## src/rtl/latex_pair_streamer.sv

```systemverilog
// latex_pair_streamer: streams one table line as two lockstep ASCII channels.
// The lhs channel is the time-domain function and the rhs channel its Laplace
// transform, both as LaTeX text. The streamer looks up the line's base address
// and length in the line mapper, fetches packed words from the char ROM and
// emits one char pair per valid/ready beat. The shorter side is padded with
// spaces.
// Optional build macro CQ_BEACON_EN: an accepted start with beacon=1 streams the
// constant "CQ DE KC1GPW" on both channels without touching the mapper or ROM.
module latex_pair_streamer #(
  parameter int LINE_W    = 6,
  parameter int NUM_LINES = 51,
  parameter int ADDR_W    = 10,
  parameter int CPW       = 2,
  parameter int CNT_W     = 10
) (
  input  logic              clk,
  input  logic              rst_n,
  input  logic              start,
  input  logic [LINE_W-1:0] line,
  input  logic              beacon,
  output logic [LINE_W-1:0] map_line,
  input  logic [ADDR_W-1:0] map_lhs_base,
  input  logic [ADDR_W-1:0] map_rhs_base,
  input  logic [CNT_W-1:0]  map_lhs_len,
  input  logic [CNT_W-1:0]  map_rhs_len,
  output logic [ADDR_W-1:0] mem_addr,
  output logic              mem_rd,
  input  logic [8*CPW-1:0]  mem_dout,
  output logic              out_valid,
  input  logic              out_ready,
  output logic [7:0]        lhs_char,
  output logic [7:0]        rhs_char,
  output logic [CNT_W-1:0]  chars_remaining,
  output logic              busy,
  output logic              done,
  output logic              err
);

  localparam int WORD_W = 8 * CPW;
  localparam int K_W    = (CPW > 1) ? $clog2(CPW) : 1;
  localparam logic [WORD_W-1:0] SPACES = {CPW{8'h20}};

  typedef enum logic [2:0] {
    S_IDLE, S_MAP, S_FETCH_L, S_FETCH_R, S_EMIT, S_DONE
  } state_t;

  state_t            state, state_next;
  logic              start_q;
  logic              ph;          // second cycle of a two-cycle MAP/FETCH step
  logic [LINE_W-1:0] line_r;
  logic              err_r;
  logic [ADDR_W-1:0] lhs_addr, rhs_addr;
  logic [CNT_W-1:0]  lhs_left, rhs_left, rem;
  logic [K_W-1:0]    k;
  logic [WORD_W-1:0] lhs_word, rhs_word;
  logic              bcn;
  logic              accept, bad_line, fire, k_wrap;
  logic [CNT_W-1:0]  total;

  // Byte kk of a packed word, char 0 in the most significant byte.
  function automatic logic [7:0] pick(input logic [WORD_W-1:0] w, input logic [K_W-1:0] kk);
    logic [WORD_W-1:0] t;
    t = w << (8 * kk);
    return t[WORD_W-1 -: 8];
  endfunction

`ifdef CQ_BEACON_EN
  logic beacon_r;

  function automatic logic [7:0] cq_char(input logic [CNT_W-1:0] i);
    case (i)
      0: return "C";  1: return "Q";  2: return " ";  3: return "D";
      4: return "E";  5: return " ";  6: return "K";  7: return "C";
      8: return "1";  9: return "G"; 10: return "P"; 11: return "W";
      default: return 8'h20;
    endcase
  endfunction

  // Beacon mode flag, sampled with the accepted start.
  always_ff @(posedge clk or negedge rst_n) begin
    if (!rst_n)      beacon_r <= 1'b0;
    else if (accept) beacon_r <= beacon;
  end

  assign bcn = beacon_r;
`else
  logic beacon_unused;
  assign beacon_unused = beacon;
  assign bcn = 1'b0;
`endif

  assign accept   = start && !start_q && (state == S_IDLE);
  assign bad_line = !bcn && ({1'b0, line_r} >= (LINE_W+1)'(NUM_LINES));
  assign fire     = (state == S_EMIT) && out_ready;
  assign k_wrap   = (k == K_W'(CPW - 1));
  assign total    = bcn ? CNT_W'(12)
                  : ((map_lhs_len > map_rhs_len) ? map_lhs_len : map_rhs_len);

  assign map_line        = line_r;
  assign chars_remaining = rem;
  assign err             = err_r;

  // State register.
  // NOTE: sequential state uses non-blocking assignments so every flop samples
  // pre-edge values regardless of block ordering.
  always_ff @(posedge clk or negedge rst_n) begin
    if (!rst_n) state <= S_IDLE;
    else        state <= state_next;
  end

  // Next-state logic.
  // NOTE: the default assignment at the top keeps this block free of latches.
  always_comb begin
    state_next = state;
    case (state)
      S_IDLE:    if (accept) state_next = S_MAP;
      S_MAP: begin
        if (!ph) begin
          if (bad_line) state_next = S_DONE;
        end else begin
          state_next = (total == '0) ? S_DONE : S_FETCH_L;
        end
      end
      S_FETCH_L: if (ph) state_next = S_FETCH_R;
      S_FETCH_R: if (ph) state_next = S_EMIT;
      S_EMIT: begin
        if (fire) begin
          if (rem == CNT_W'(1)) state_next = S_DONE;
          else if (k_wrap)      state_next = S_FETCH_L;
        end
      end
      S_DONE:    state_next = S_IDLE;
      default:   state_next = S_IDLE;
    endcase
  end

  // Output decode; ROM address and chars are driven only when meaningful.
  always_comb begin
    out_valid = 1'b0;
    mem_rd    = 1'b0;
    mem_addr  = '0;
    lhs_char  = 8'h00;
    rhs_char  = 8'h00;
    busy      = (state != S_IDLE) && (state != S_DONE);
    done      = (state == S_DONE);
    case (state)
      S_FETCH_L: if (!ph && !bcn && lhs_left != '0) begin
        mem_rd   = 1'b1;
        mem_addr = lhs_addr;
      end
      S_FETCH_R: if (!ph && !bcn && rhs_left != '0) begin
        mem_rd   = 1'b1;
        mem_addr = rhs_addr;
      end
      S_EMIT: begin
        out_valid = 1'b1;
`ifdef CQ_BEACON_EN
        if (bcn) begin
          lhs_char = cq_char(CNT_W'(12) - rem);
          rhs_char = cq_char(CNT_W'(12) - rem);
        end else
`endif
        begin
          lhs_char = (lhs_left != '0) ? pick(lhs_word, k) : 8'h20;
          rhs_char = (rhs_left != '0) ? pick(rhs_word, k) : 8'h20;
        end
      end
      default: ;
    endcase
  end

  // Datapath: start edge detect, line capture, mapper latch, word buffers, counters.
  always_ff @(posedge clk or negedge rst_n) begin
    if (!rst_n) begin
      start_q  <= 1'b0;
      ph       <= 1'b0;
      line_r   <= '0;
      err_r    <= 1'b0;
      lhs_addr <= '0;
      rhs_addr <= '0;
      lhs_left <= '0;
      rhs_left <= '0;
      rem      <= '0;
      k        <= '0;
      lhs_word <= '0;
      rhs_word <= '0;
    end else begin
      start_q <= start;
      ph      <= (state == S_MAP || state == S_FETCH_L || state == S_FETCH_R) ? !ph : 1'b0;
      if (accept) begin
        line_r <= line;
        err_r  <= 1'b0;
      end
      case (state)
        S_MAP: begin
          if (!ph) begin
            if (bad_line) err_r <= 1'b1;
          end else begin
            lhs_addr <= map_lhs_base;
            rhs_addr <= map_rhs_base;
            lhs_left <= map_lhs_len;
            rhs_left <= map_rhs_len;
            rem      <= total;
            k        <= '0;
          end
        end
        S_FETCH_L: if (ph) lhs_word <= (!bcn && lhs_left != '0) ? mem_dout : SPACES;
        S_FETCH_R: if (ph) rhs_word <= (!bcn && rhs_left != '0) ? mem_dout : SPACES;
        S_EMIT: if (fire) begin
          rem <= rem - CNT_W'(1);
          if (lhs_left != '0) lhs_left <= lhs_left - CNT_W'(1);
          if (rhs_left != '0) rhs_left <= rhs_left - CNT_W'(1);
          if (k_wrap) begin
            k        <= '0;
            lhs_addr <= lhs_addr + ADDR_W'(1);
            rhs_addr <= rhs_addr + ADDR_W'(1);
          end else begin
            k <= k + K_W'(1);
          end
        end
        S_DONE: rem <= '0;
        default: ;
      endcase
    end
  end

endmodule

```

## config.mk

```make
export PLATFORM = sky130hd
export DESIGN_NAME = latex_pair_streamer
export DESIGN_NICKNAME = d
export VERILOG_FILES = /design/src/rtl/latex_pair_streamer.sv
export SDC_FILE = /design/constraint.sdc
export NUM_CORES = 1
export LEC_CHECK = 0
export ABC_AREA = 1
export CAP_MARGIN = 20
export CORE_MARGIN = 5
export CORE_UTILIZATION = 34
export DETAILED_ROUTE_END_ITERATION = 7
export GPL_ROUTABILITY_DRIVEN = 0
export GPL_TIMING_DRIVEN = 0
export HOLD_SLACK_MARGIN = 0.12
export PLACE_DENSITY_LB_ADDON = 0.12
export SLEW_MARGIN = 20
export SYNTH_ARGS = -nofsm -noshare
export SYNTH_HDL_FRONTEND = slang
export SYNTH_SLANG_ARGS = --single-unit
```

## constraint.sdc

```tcl
create_clock -name clk -period 2.5 [get_ports clk]
set_input_delay 0.375 -clock clk [delete_from_list [all_inputs] [get_ports clk]]
set_output_delay 0.375 -clock clk [all_outputs]
set_load 0.005 [all_outputs]
```

==> key figures <==
Detailed routing
  – DRT Wirelength: 19.1 mm
  – # DRC: 0
  – DR pass1 iterations: 5
  – Initial DRC count: 321
  – DR vias/cell: 4.98
  – Vias: 5909
  – Post-route ant nets: 0
  – WL per Instance: 16.1 um

Setup path
  – R2r startpoint: state[2]
  – Top Family by Delay on Critical Path: simple AND/OR/NAND/NOR gates
  – CP required: 2120 ps
  – CP startpoint: rhs_left[0]
  – Crit-path max FO: 4
  – Buf/Inv on CP: 6
  – Worst-path cell chain: inv_2 > ha_4 > nand2_4 > nor2_4 > inv_2 > nor2_4 > inv_2 > nor3_4 > nand3b_1 > buf_6 > buf_6 > o22ai_2 > buf_2
  – Worst setup SP type: flip-flop
  – Crit-path slowest cell: dfrtp_1
  – Max incr delay on CP: 380 ps
  – Flop2flop setup slack: 390 ps
  – Setup CP Type: flip-flop to primary output
  – Reg2Reg Depth: 9
  – Critical Path Most Common Cell: inv_2
  – R2R Path End: chars_remaining[1]
  – Arrival time worst endpoint: 2170 ps
  – Worst Setup End Kind: primary output

Timing
  – Final Skew: 10.3 ps
  – RSZ-0062 raised after global routing: true
  – Final hold viol count: 0
  – Pins Over Slew Limit: 0
  – Achievable Freq: 393 MHz
  – Tcrit/Tclk final: 1.02
  – Worst rel slew slack: 0.459
  – Final setup fails: 9
  – Final min period: 2540 ps
  – Final WS setup: -41.6 ps
  – Slew @ Worst Pin: 803 ps

Layout
  – Nets@finish: 1040
  – Most frequent cells in the layout: nand2_1, o21ai_0, dfrtp_1
  – Fill count: 1737
  – Most common cell after layout, fill and taps aside: nand2_1
  – Antenna diode count: 0
  – Fraction of layout cells with a size suffix above 1: 0.209
  – Area grow syn2layout: 40.7%
  – Final instance area: 0.00828 mm2

Floorplan
  – Die footprint: 0.0201 mm2
  – Die height: 142 um
  – Num rows: 48
  – Starting density of the core: 0.344
  – Die X: 142 um
  – CORE AREA: 0.0171 mm2
  – Io pins: 114

GRT
  – First-pass GRT wire length: 30.4 mm
  – GRT overflow: 0
  – Vias in the first global route: 5740
  – Largest net degree at the start of global routing: 72
  – All-layer global routing usage: 0.190
  – Initial antenna violation count: 0

Logic synthesis
  – Post-Syn Area: 0.00589 mm2
  – Distinct cells, synth: 50
  – Syn nets: 875
  – Synth warn: 0
  – Avg Inst Size Synth: 7.43 um2
  – FF+latch count, synth: 95
  – Register area share after synthesis: 0.404
  – Mapped Cells: 792

Power and ir drop
  – Leakage: 3.93 nW
  – Final Power: 9.09 mW
  – Max VDD drop: 0.456 mV
  – Power Density: 1100 mW/mm2

Min path
  – Hold WC Path Type: input pin to flip-flop
  – Hold path start: map_rhs_len[2]
  – Worst hold stages: 3
  – Hold Path Sink: rhs_left[2]

Placement
  – Worst slack, placed: -554 ps
  – PortBufs: 112
  – DP Area: 0.00732 mm2
  – DP HPWL: 13.7 mm

CTS
  – CTS sink cnt: 95
  – CTS tree: yes
  – Clock buffer depth: 2
  – Clock Tree Root: clkbuf_16
  – CTS H-tree lvls: 3
  – Clk slew on worst S/H paths: 70 ps
  – Clock Latency Late Sink: 350 ps
  – Cts bufs inserted: 9

Run status
  – Status: complete, but fails checks
  – Violated checks: setup timing

Flow run
  – Max_cap viols: 0
[final cells by class]
cell class	instances	area (um2)	share of cell area
clock buffers	11	243	0.0293
well taps	225	282	0.0340
clock inverters	5	38.8	0.00468
multi-input cells	549	3210	0.387
plain buffers	33	214	0.0258
repair buffers	154	1480	0.179
inverters	115	439	0.0530
flip-flops and latches	95	2380	0.287
[kinds of logic (layout without fill, tap and decap cells)]
logic type | after synthesis | count (layout) | synth area share
AOI/OAI and AO/OA | 198 | 198 | 0.198
xor gates and xnor gates | 7 | 7 | 0.0104
adders and majority gates | 16 | 16 | 0.0340
buffers and inverters | 148 | 318 | 0.101
DFF | 95 | 95 | 0.404
muxes | 6 | 6 | 0.0115
and+or+nand+nor | 322 | 322 | 0.241
[worst max-delay path by stage]
stage | to | slack [ps] | cells past startpoint
after global placement | lhs_word[4] | -2850 | 1
after CTS | mem_addr[4] | -140 | 13
after floorplan | mem_addr[0] | 450 | 11
after detailed placement | mem_addr[4] | -550 | 13
final | mem_addr[3] | -40 | 13
after global routing | mem_addr[3] | -140 | 13
[state kept, by name, indices dropped and copies added (netlist names)]
| register | count |
|---|---|
| lhs_addr | 10 |
| chars_remaining | 10 |
| rhs_word | 16 |
| k | 1 |
| err | 1 |
| state | 3 |
| lhs_left | 10 |
| ph | 1 |
| lhs_word | 16 |
| start_q | 1 |
| rhs_left | 10 |
| map_line | 6 |
| rhs_addr | 10 |
[through the flow]
step                TNS [ps]  instances  utilization  hold WS (ps)
finish                  -245       1187        0.484           377
global route           -1430       1187        0.484           417
CTS                    -1280       1178        0.467           452
detailed placement    -12940       1130        0.428           270
global placement     -282430       1129        0.426           466
floorplan                  0        792            -          79.4
[routing by layer]
layer / wire length [um] / vias to the layer above / GRT usage
met4: 162 / 0 / 0.0480
li1: - / 2947 / -
met3: 1060 / 12 / 0.0347
met2: 8710 / 161 / 0.298
met1: 9140 / 2789 / 0.271
met5: 0 / - / 0
[worst reg2reg max path, stage by stage (launching register included)]
cell,delay (ps)
dfrtp_1,360
buf_4,170
inv_2,120
nor2_4,70
inv_4,100
buf_2,270
clkbuf_1,550
nor2_1,70
o21ai_0,190
o21ai_0,100
[where the power goes]
| part | switching, mW | internal, mW |
|---|---|---|
| clock network | 0.651 | 0.713 |
| registers | 0.551 | 2.32 |
| logic | 2.74 | 2.12 |
| total | 3.94 | 5.15 |
[repair_timing]
action,CTS,global route
endpoints found under the setup margin,30,31
pin swaps,11,14
endpoints found under the hold margin,24,0
setup buffers,30,9
gates cloned,1,1
hold buffers,1,0
gates resized for setup,165,66
[synth_stat cells (all sizes together)]
cell type	n	area share
o31ai	1	0.0013
nand2	181	0.12
o21a	1	0.0013
a31oi	3	0.0032
nand4	4	0.0042
o21ai	100	0.087
nor4	3	0.0042
mux2	6	0.011
nand3b	9	0.011
o22ai	23	0.025
o221ai	3	0.0055
nand3	42	0.036
a21oi	42	0.036
a221oi	1	0.0015
nor3b	1	0.0013
or2	4	0.0047
a32o	1	0.0017
nor2	61	0.045
ha	16	0.034
and3	1	0.0011
nor3	16	0.014
xnor2	2	0.0030
a22o	1	0.0015
a2bb2oi	11	0.016
dfrtp	95	0.40
inv	115	0.074
a211o	1	0.0015
clkbuf	14	0.0089
o211ai	6	0.010
buf	19	0.019
a22oi	4	0.0051
xor2	5	0.0074
(Power assumes the default switching activity.)
